### src/rtl/ring_router_nvc.sv
`default_nettype none
// ============================================================================
// Module  : ring_router_nvc
// Purpose : Bidirectional ring router node with NUM_VC phase-rotated virtual
//           channels, hop-count routing and round-robin output arbitration.
// Revision: 1.0
// ============================================================================
module ring_router_nvc #(
   parameter int PACKET_SIZE = 64,
   parameter int NUM_VC      = 2,
   parameter int NUM_NODES   = 8,
   parameter int VC_W        = $clog2(NUM_VC)
) (
   input  logic                   clk,
   input  logic                   reset,
   output logic [VC_W-1:0]        o_phase,
   input  logic                   i_cwsi,
   input  logic                   i_ccwsi,
   input  logic                   i_pesi,
   input  logic [PACKET_SIZE-1:0] i_cwdi,
   input  logic [PACKET_SIZE-1:0] i_ccwdi,
   input  logic [PACKET_SIZE-1:0] i_pedi,
   output logic                   o_cwro,
   output logic                   o_ccwro,
   output logic                   o_pero,
   output logic                   o_cwso,
   output logic                   o_ccwso,
   output logic                   o_peso,
   output logic [PACKET_SIZE-1:0] o_cwdo,
   output logic [PACKET_SIZE-1:0] o_ccwdo,
   output logic [PACKET_SIZE-1:0] o_pedo,
   input  logic                   i_cwri,
   input  logic                   i_ccwri,
   input  logic                   i_peri
);
   localparam int c_HOP_W   = $clog2(NUM_NODES);
   localparam int c_HOP_LSB = PACKET_SIZE - 1 - VC_W - c_HOP_W;
   localparam logic [PACKET_SIZE-1:0] c_HOP_ONE = PACKET_SIZE'(1) << c_HOP_LSB;

   // Port index 0 = cw, 1 = ccw, 2 = pe
   logic [VC_W-1:0]        r_phase;
   logic [NUM_VC-1:0]      r_in_vld   [3];
   logic [NUM_VC-1:0]      r_out_vld  [3];
   logic [PACKET_SIZE-1:0] r_in_data  [3][NUM_VC];
   logic [PACKET_SIZE-1:0] r_out_data [3][NUM_VC];
   logic [1:0]             r_ptr_pe   [NUM_VC];
   logic [NUM_VC-1:0]      r_ptr_cw;
   logic [NUM_VC-1:0]      r_ptr_ccw;

   logic [2:0]             w_si;
   logic [2:0]             w_ri;
   logic [2:0]             w_so;
   logic [2:0]             w_ro;
   logic [PACKET_SIZE-1:0] w_di       [3];
   logic [2:0]             w_req_pe   [NUM_VC];
   logic [1:0]             w_req_cw   [NUM_VC];
   logic [1:0]             w_req_ccw  [NUM_VC];
   logic [2:0]             w_gnt_pe   [NUM_VC];
   logic [1:0]             w_gnt_cw   [NUM_VC];
   logic [1:0]             w_gnt_ccw  [NUM_VC];

   assign w_si = {i_pesi, i_ccwsi, i_cwsi};
   assign w_ri = {i_peri, i_ccwri, i_cwri};
   assign w_di[0] = i_cwdi;
   assign w_di[1] = i_ccwdi;
   assign w_di[2] = i_pedi;

   function automatic logic [2:0] f_rr3(input logic [2:0] req, input logic [1:0] ptr);
      logic [2:0] gnt;
      case (ptr)
         2'd1:    gnt = req[1] ? 3'b010 : req[2] ? 3'b100 : req[0] ? 3'b001 : 3'b000;
         2'd2:    gnt = req[2] ? 3'b100 : req[0] ? 3'b001 : req[1] ? 3'b010 : 3'b000;
         default: gnt = req[0] ? 3'b001 : req[1] ? 3'b010 : req[2] ? 3'b100 : 3'b000;
      endcase
      return gnt;
   endfunction

   function automatic logic [1:0] f_rr2(input logic [1:0] req, input logic ptr);
      logic [1:0] gnt;
      if (&req) gnt = ptr ? 2'b10 : 2'b01;
      else      gnt = req;
      return gnt;
   endfunction

   always_comb begin
      for (int x = 0; x < 3; x++) begin
         w_so[x] = r_out_vld[x][r_phase] & w_ri[x];
         w_ro[x] = ~r_in_vld[x][r_phase];
      end
      // Internal stage only touches VCs that the link stage is not using this cycle
      for (int v = 0; v < NUM_VC; v++) begin
         w_req_pe[v][0]  = (VC_W'(v) != r_phase) & r_in_vld[0][v] & ~r_out_vld[2][v]
                         & (r_in_data[0][v][c_HOP_LSB +: c_HOP_W] == '0);
         w_req_pe[v][1]  = (VC_W'(v) != r_phase) & r_in_vld[1][v] & ~r_out_vld[2][v]
                         & (r_in_data[1][v][c_HOP_LSB +: c_HOP_W] == '0);
         w_req_pe[v][2]  = (VC_W'(v) != r_phase) & r_in_vld[2][v] & ~r_out_vld[2][v]
                         & (r_in_data[2][v][c_HOP_LSB +: c_HOP_W] == '0);
         w_req_cw[v][0]  = (VC_W'(v) != r_phase) & r_in_vld[0][v] & ~r_out_vld[0][v]
                         & (r_in_data[0][v][c_HOP_LSB +: c_HOP_W] != '0);
         w_req_cw[v][1]  = (VC_W'(v) != r_phase) & r_in_vld[2][v] & ~r_out_vld[0][v]
                         & (r_in_data[2][v][c_HOP_LSB +: c_HOP_W] != '0)
                         & ~r_in_data[2][v][PACKET_SIZE-1];
         w_req_ccw[v][0] = (VC_W'(v) != r_phase) & r_in_vld[1][v] & ~r_out_vld[1][v]
                         & (r_in_data[1][v][c_HOP_LSB +: c_HOP_W] != '0);
         w_req_ccw[v][1] = (VC_W'(v) != r_phase) & r_in_vld[2][v] & ~r_out_vld[1][v]
                         & (r_in_data[2][v][c_HOP_LSB +: c_HOP_W] != '0)
                         & r_in_data[2][v][PACKET_SIZE-1];
         w_gnt_pe[v]  = f_rr3(w_req_pe[v], r_ptr_pe[v]);
         w_gnt_cw[v]  = f_rr2(w_req_cw[v], r_ptr_cw[v]);
         w_gnt_ccw[v] = f_rr2(w_req_ccw[v], r_ptr_ccw[v]);
      end
   end

   always_ff @(posedge clk or negedge reset) begin
      if (!reset) begin
         r_phase   <= '0;
         r_ptr_cw  <= '0;
         r_ptr_ccw <= '0;
         for (int x = 0; x < 3; x++) begin
            r_in_vld[x]  <= '0;
            r_out_vld[x] <= '0;
            for (int v = 0; v < NUM_VC; v++) begin
               r_in_data[x][v]  <= '0;
               r_out_data[x][v] <= '0;
            end
         end
         for (int v = 0; v < NUM_VC; v++) r_ptr_pe[v] <= '0;
      end else begin
         r_phase <= (r_phase == VC_W'(NUM_VC - 1)) ? '0 : r_phase + 1'b1;
         for (int x = 0; x < 3; x++) begin
            if (w_so[x]) r_out_vld[x][r_phase] <= 1'b0;
            if (w_si[x] && w_ro[x]) begin
               r_in_vld[x][r_phase]  <= 1'b1;
               r_in_data[x][r_phase] <= w_di[x];
            end
         end
         for (int v = 0; v < NUM_VC; v++) begin
            if (w_gnt_pe[v][0] | w_gnt_cw[v][0])                  r_in_vld[0][v] <= 1'b0;
            if (w_gnt_pe[v][1] | w_gnt_ccw[v][0])                 r_in_vld[1][v] <= 1'b0;
            if (w_gnt_pe[v][2] | w_gnt_cw[v][1] | w_gnt_ccw[v][1]) r_in_vld[2][v] <= 1'b0;
            if (|w_gnt_pe[v]) begin
               r_out_vld[2][v]  <= 1'b1;
               r_out_data[2][v] <= w_gnt_pe[v][0] ? r_in_data[0][v] :
                                   w_gnt_pe[v][1] ? r_in_data[1][v] : r_in_data[2][v];
            end
            if (|w_gnt_cw[v]) begin
               r_out_vld[0][v]  <= 1'b1;
               r_out_data[0][v] <= w_gnt_cw[v][0] ? r_in_data[0][v] - c_HOP_ONE : r_in_data[2][v];
            end
            if (|w_gnt_ccw[v]) begin
               r_out_vld[1][v]  <= 1'b1;
               r_out_data[1][v] <= w_gnt_ccw[v][0] ? r_in_data[1][v] - c_HOP_ONE : r_in_data[2][v];
            end
            // Pointers move only on contention, to the contender after the winner
            if ($countones(w_req_pe[v]) > 1)
               r_ptr_pe[v] <= w_gnt_pe[v][0] ? 2'd1 : w_gnt_pe[v][1] ? 2'd2 : 2'd0;
            if (&w_req_cw[v])  r_ptr_cw[v]  <= w_gnt_cw[v][0];
            if (&w_req_ccw[v]) r_ptr_ccw[v] <= w_gnt_ccw[v][0];
         end
      end
   end

   assign o_phase = r_phase;
   assign o_cwro  = w_ro[0];
   assign o_ccwro = w_ro[1];
   assign o_pero  = w_ro[2];
   assign o_cwso  = w_so[0];
   assign o_ccwso = w_so[1];
   assign o_peso  = w_so[2];
   assign o_cwdo  = w_so[0] ? r_out_data[0][r_phase] : '0;
   assign o_ccwdo = w_so[1] ? r_out_data[1][r_phase] : '0;
   assign o_pedo  = w_so[2] ? r_out_data[2][r_phase] : '0;

endmodule
`default_nettype wire

### config.mk
export PLATFORM = sky130hd
export DESIGN_NAME = ring_router_nvc
export DESIGN_NICKNAME = d
export VERILOG_FILES = /design/src/rtl/ring_router_nvc.sv
export SDC_FILE = /design/constraint.sdc
export NUM_CORES = 2
export LEC_CHECK = 0
export ABC_AREA = 1
export CAP_MARGIN = 40
export CELL_PAD_IN_SITES_DETAIL_PLACEMENT = 0
export CELL_PAD_IN_SITES_GLOBAL_PLACEMENT = 1
export CORE_MARGIN = 2
export CORE_UTILIZATION = 45
export CTS_CLUSTER_SIZE = 16
export DETAILED_ROUTE_END_ITERATION = 12
export MAX_ROUTING_LAYER = met4
export PLACE_DENSITY_LB_ADDON = 0.1
export RECOVER_POWER = 100
export SLEW_MARGIN = 20
export SYNTH_ARGS = -nofsm -noshare
export SYNTH_HDL_FRONTEND = slang
export SYNTH_SLANG_ARGS = --single-unit
export TNS_END_PERCENT = 50
### constraint.sdc
create_clock -name clk -period 5.5 [get_ports clk]
set_input_delay 0.55 -clock clk [delete_from_list [all_inputs] [get_ports clk]]
set_output_delay 0.55 -clock clk [all_outputs]
set_load 0.005 [all_outputs]
==> flow_summary_export.csv <==
group,metric,value,unit
status,status,"finished with violations",
status,violations,"max-capacitance violations, max-slew violations",
sta,rsz0062_at_grt,"false",
sta,period_share,0.911,
placed_design,place_inst,5900,
pwr,power_frac_comb,0.419,
pwr,clkPwrFrac,0.210,
die,core-area,82000,um2
sta,layout_setup_ws,490,ps
sta,worstMarginPinSlew,2640,ps
clock_tree,cts_buffers,87,
detailed_routing,num_vias,34200,
synthesis,yosys_most_used_dff,"dfrtp_1",
synthesis,ys_top_cells_by_area,"dfrtp_1 53%, nand2_1 17%, o21ai_0 4.9%",
synthesis,yosysMostFrequentCell,"nand2_1",
clock_tree,clock-root-buffer,"clkbuf_16",
die,start_util,0.453,
detailed_routing,drc,0,
detailed_routing,viasPerCell,5.63,
worst_setup_path,critPathKind,"reg2out",
die,rows,105,
pwr,power.density,620,nW/um2
worst_setup_path,required,4950,ps
global_routing,grt_usage,0.352,
synthesis,yosysSeqAreaShare,0.531,
worst_setup_path,reg2reg_to,"r_out_data[24]",
synthesis,synthArstFlopShare,1.00,
synthesis,syn_area,37200,um2
global_routing,antenna_found_initial,1,
detailed_routing,drtAntennaViolNets,0,
cells_and_area,drive_gt1_frac,0.0467,
sta,final_max_slew_viol_count,648,
die,fp.dieW,291,um
global_routing,grt_pass1_wl,218000,um
worst_setup_path,cp-start-kind,"register",
global_routing,grt_max_degree,148,
clock_tree,h-tree-depth,3,
pwr,p_leak,21.3,nW
synthesis,avgSynthCellArea,7.96,um2
die,die_area,84900,um2
sta,hold_viol,0,
clock_tree,worstSkewPairLatency,650,ps
hold_path,hp-class,"in2reg",
hold_path,hold_start,"i_cwdi[40]",
sta,max_freq,0.200,GHz
cells_and_area,layoutNonFillerInstCount,6061,
detailed_routing,routedWlPerCell,24.1,um
placed_design,place_ws,1460,ps
detailed_routing,drt-initial-drc-count,3738,
clock_tree,ctsLongestPathBuffers,3,
run,cap_viol_max_count,17,
worst_setup_path,rr_worst_depth,14,
sta,max_slew_margin,-0.761,
worst_setup_path,path_cells,"inv_6 > o21ai_0 > a21oi_1 > inv_1 > clkbuf_1 > a21oi_1 > dlygate4sd3_1",
synthesis,yosys.area.top_type_share,0.531,
synthesis,synth.cells.most_frequent,"1679 x nand2_1, 789 x dfrtp_1, 365 x o21ai_0",
worst_setup_path,cp_common_cell,"a21oi_1",
pwr,sw_frac_of_total,0.432,
worst_setup_path,critPathMaxFanout,31,
sta,fin_skew,24.9,ps
synthesis,syn_inst,4669,
worst_setup_path,end_kind,"output port",
global_routing,first_global_vias,33300,
placed_design,place_congestion,0.875,
cells_and_area,nNetsFinal,5136,
worst_setup_path,cp_slowest_cell,"clkbuf_1",
clock_tree,cts.clk_slew.worst_paths,60,ps
synthesis,synth-seq-cells,789,
placed_design,portBuffers,398,
pwr,intPower,15.8,mW
pwr,p_sw,12.0,mW
global_routing,grt_overflow,0,
worst_setup_path,reg2reg_from,"o_phase",
pwr,seq_power_share,0.371,
worst_setup_path,reg2reg_slack,760,ps
die,io_pins,399,
sta,tns,0,ps
synthesis,synth_cell_types,43,
synthesis,syn_nets,4883,
synthesis,synth_edf_count,0,
worst_setup_path,cp.arrival,4460,ps
detailed_routing,drt_pass1_iterations,7,
cells_and_area,area_delta_synth_final,20.7,%
synthesis,synth_top_area_cell,"dfrtp_1",
clock_tree,clkSinkCount,789,
detailed_routing,wl,146000,um
sta,setup_violations,0,
pwr,total_power,27.8,mW
clock_tree,tritoncts,"done",
placed_design,dp_hpwl,90400,um
hold_path,whs_path_depth,3,
hold_path,hold-path-endpoint,"r_in_data[360]",
die,die_h,291,um
sta,fin_crit,5010,ps
sta,hold_ws,471,ps
worst_setup_path,crit_path_max_incr_delay,960,ps
synthesis,yosysWarnings,0,
pwr,irDropWorstVdd,0.000549,V
==> worst max-delay path: cells and delay by family, from the launching register on <==
family / cells / cell delay, ps
AOI/OAI and AO/OA: 3 / 570
buffers and inverters: 4 / 2360
DFF: 1 / 870
==> what timing repair did <==
action | 4_1_cts | 5_1_grt
hold buffers | 1 | 0
buffers inserted | 0 | 0
endpoints found under the hold margin | 61 | 0
endpoints found under the setup margin | 0 | 0
resized for setup | 0 | 0
==> power by group through the flow <==
stage | logic [mW] | registers [mW] | clock network, mW
CTS | 11.8 | 10.2 | 5.89
floorplan | 7.32 | 9.77 | 0
global placement | 11.3 | 10.3 | 0
finish | 11.6 | 10.3 | 5.83
global route | 12.8 | 10.6 | 6.13
detailed placement | 11.7 | 10.3 | 0
==> cells by family after synthesis <==
kind of cell / after synthesis / share of synthesized area
AOI/OAI and AO/OA: 888 / 0.137
xor gates and xnor gates: 11 / 0.00259
adders and majority gates: 14 / 0.00471
buffers and inverters: 636 / 0.0740
DFF: 789 / 0.531
muxes: 1 / 0.000303
and+or+nand+nor: 2330 / 0.250
==> state kept, by name (all words and copies together), names as in the netlist <==
| name | count |
|---|---|
| r_in_data | 384 |
| r_out_data | 384 |
| r_ptr_pe | 4 |
| r_ptr_cw | 2 |
| r_out_vld | 6 |
| r_ptr_ccw | 2 |
| o_phase | 1 |
| r_in_vld | 6 |
==> metal layers <==
| metal | global-route usage | wire (um) |
|---|---|---|
| met1 | 0.468 | 61000 |
| met2 | 0.555 | 68300 |
| met3 | 0.0529 | 11800 |
| met4 | 0.120 | 5210 |
| met5 | - | 0 |
==> cell usage in the layout (no fill, tap or decap), types with 9 or more instances in the layout <==
cell                n
a21oi_1           264
buf_12             26
buf_16              9
buf_4              25
clkbuf_1           34
clkbuf_16          87
clkbuf_8           20
clkdlybuf4s50_1   216
clkinv_2           21
dfrtp_1           789
dlygate4sd3_1     182
ha_1               14
inv_1             315
nand2_1          1679
nand3_1           334
nor2_1            292
o211ai_1          240
o21ai_0           367
==> per-stage QoR <==
stage / cell area [um2] / util
2_1_floorplan: 37200 / -
5_1_grt: 44800 / 0.547
3_5_place_dp: 42200 / 0.515
4_1_cts: 45000 / 0.549
3_3_place_gp: 41600 / 0.508
6_report: 44800 / 0.547
==> how the worst max path moves through the flow <==
stage / startpoint / end / cells past startpoint
after floorplan: r_in_data[315] / r_out_data[59] / 16
after detailed placement: r_in_data[379] / r_out_data[106] / 16
after global placement: o_phase / r_in_data[148] / 6
after global routing: o_phase / o_pedo[15] / 7
after CTS: o_phase / o_cwdo[17] / 7
final: o_phase / o_ccwdo[17] / 7
==> final cells by class <==
type	count	area, um2
inverter	320	1210
tap	1070	1340
multi-input combinational	3244	14700
sequential	789	19700
antenna	1	2.50
fill	7856	37100
timing repair buffer	480	5030
clock inverter	30	280
clock buffer	127	2530
Power figures use the tool's default switching activity.
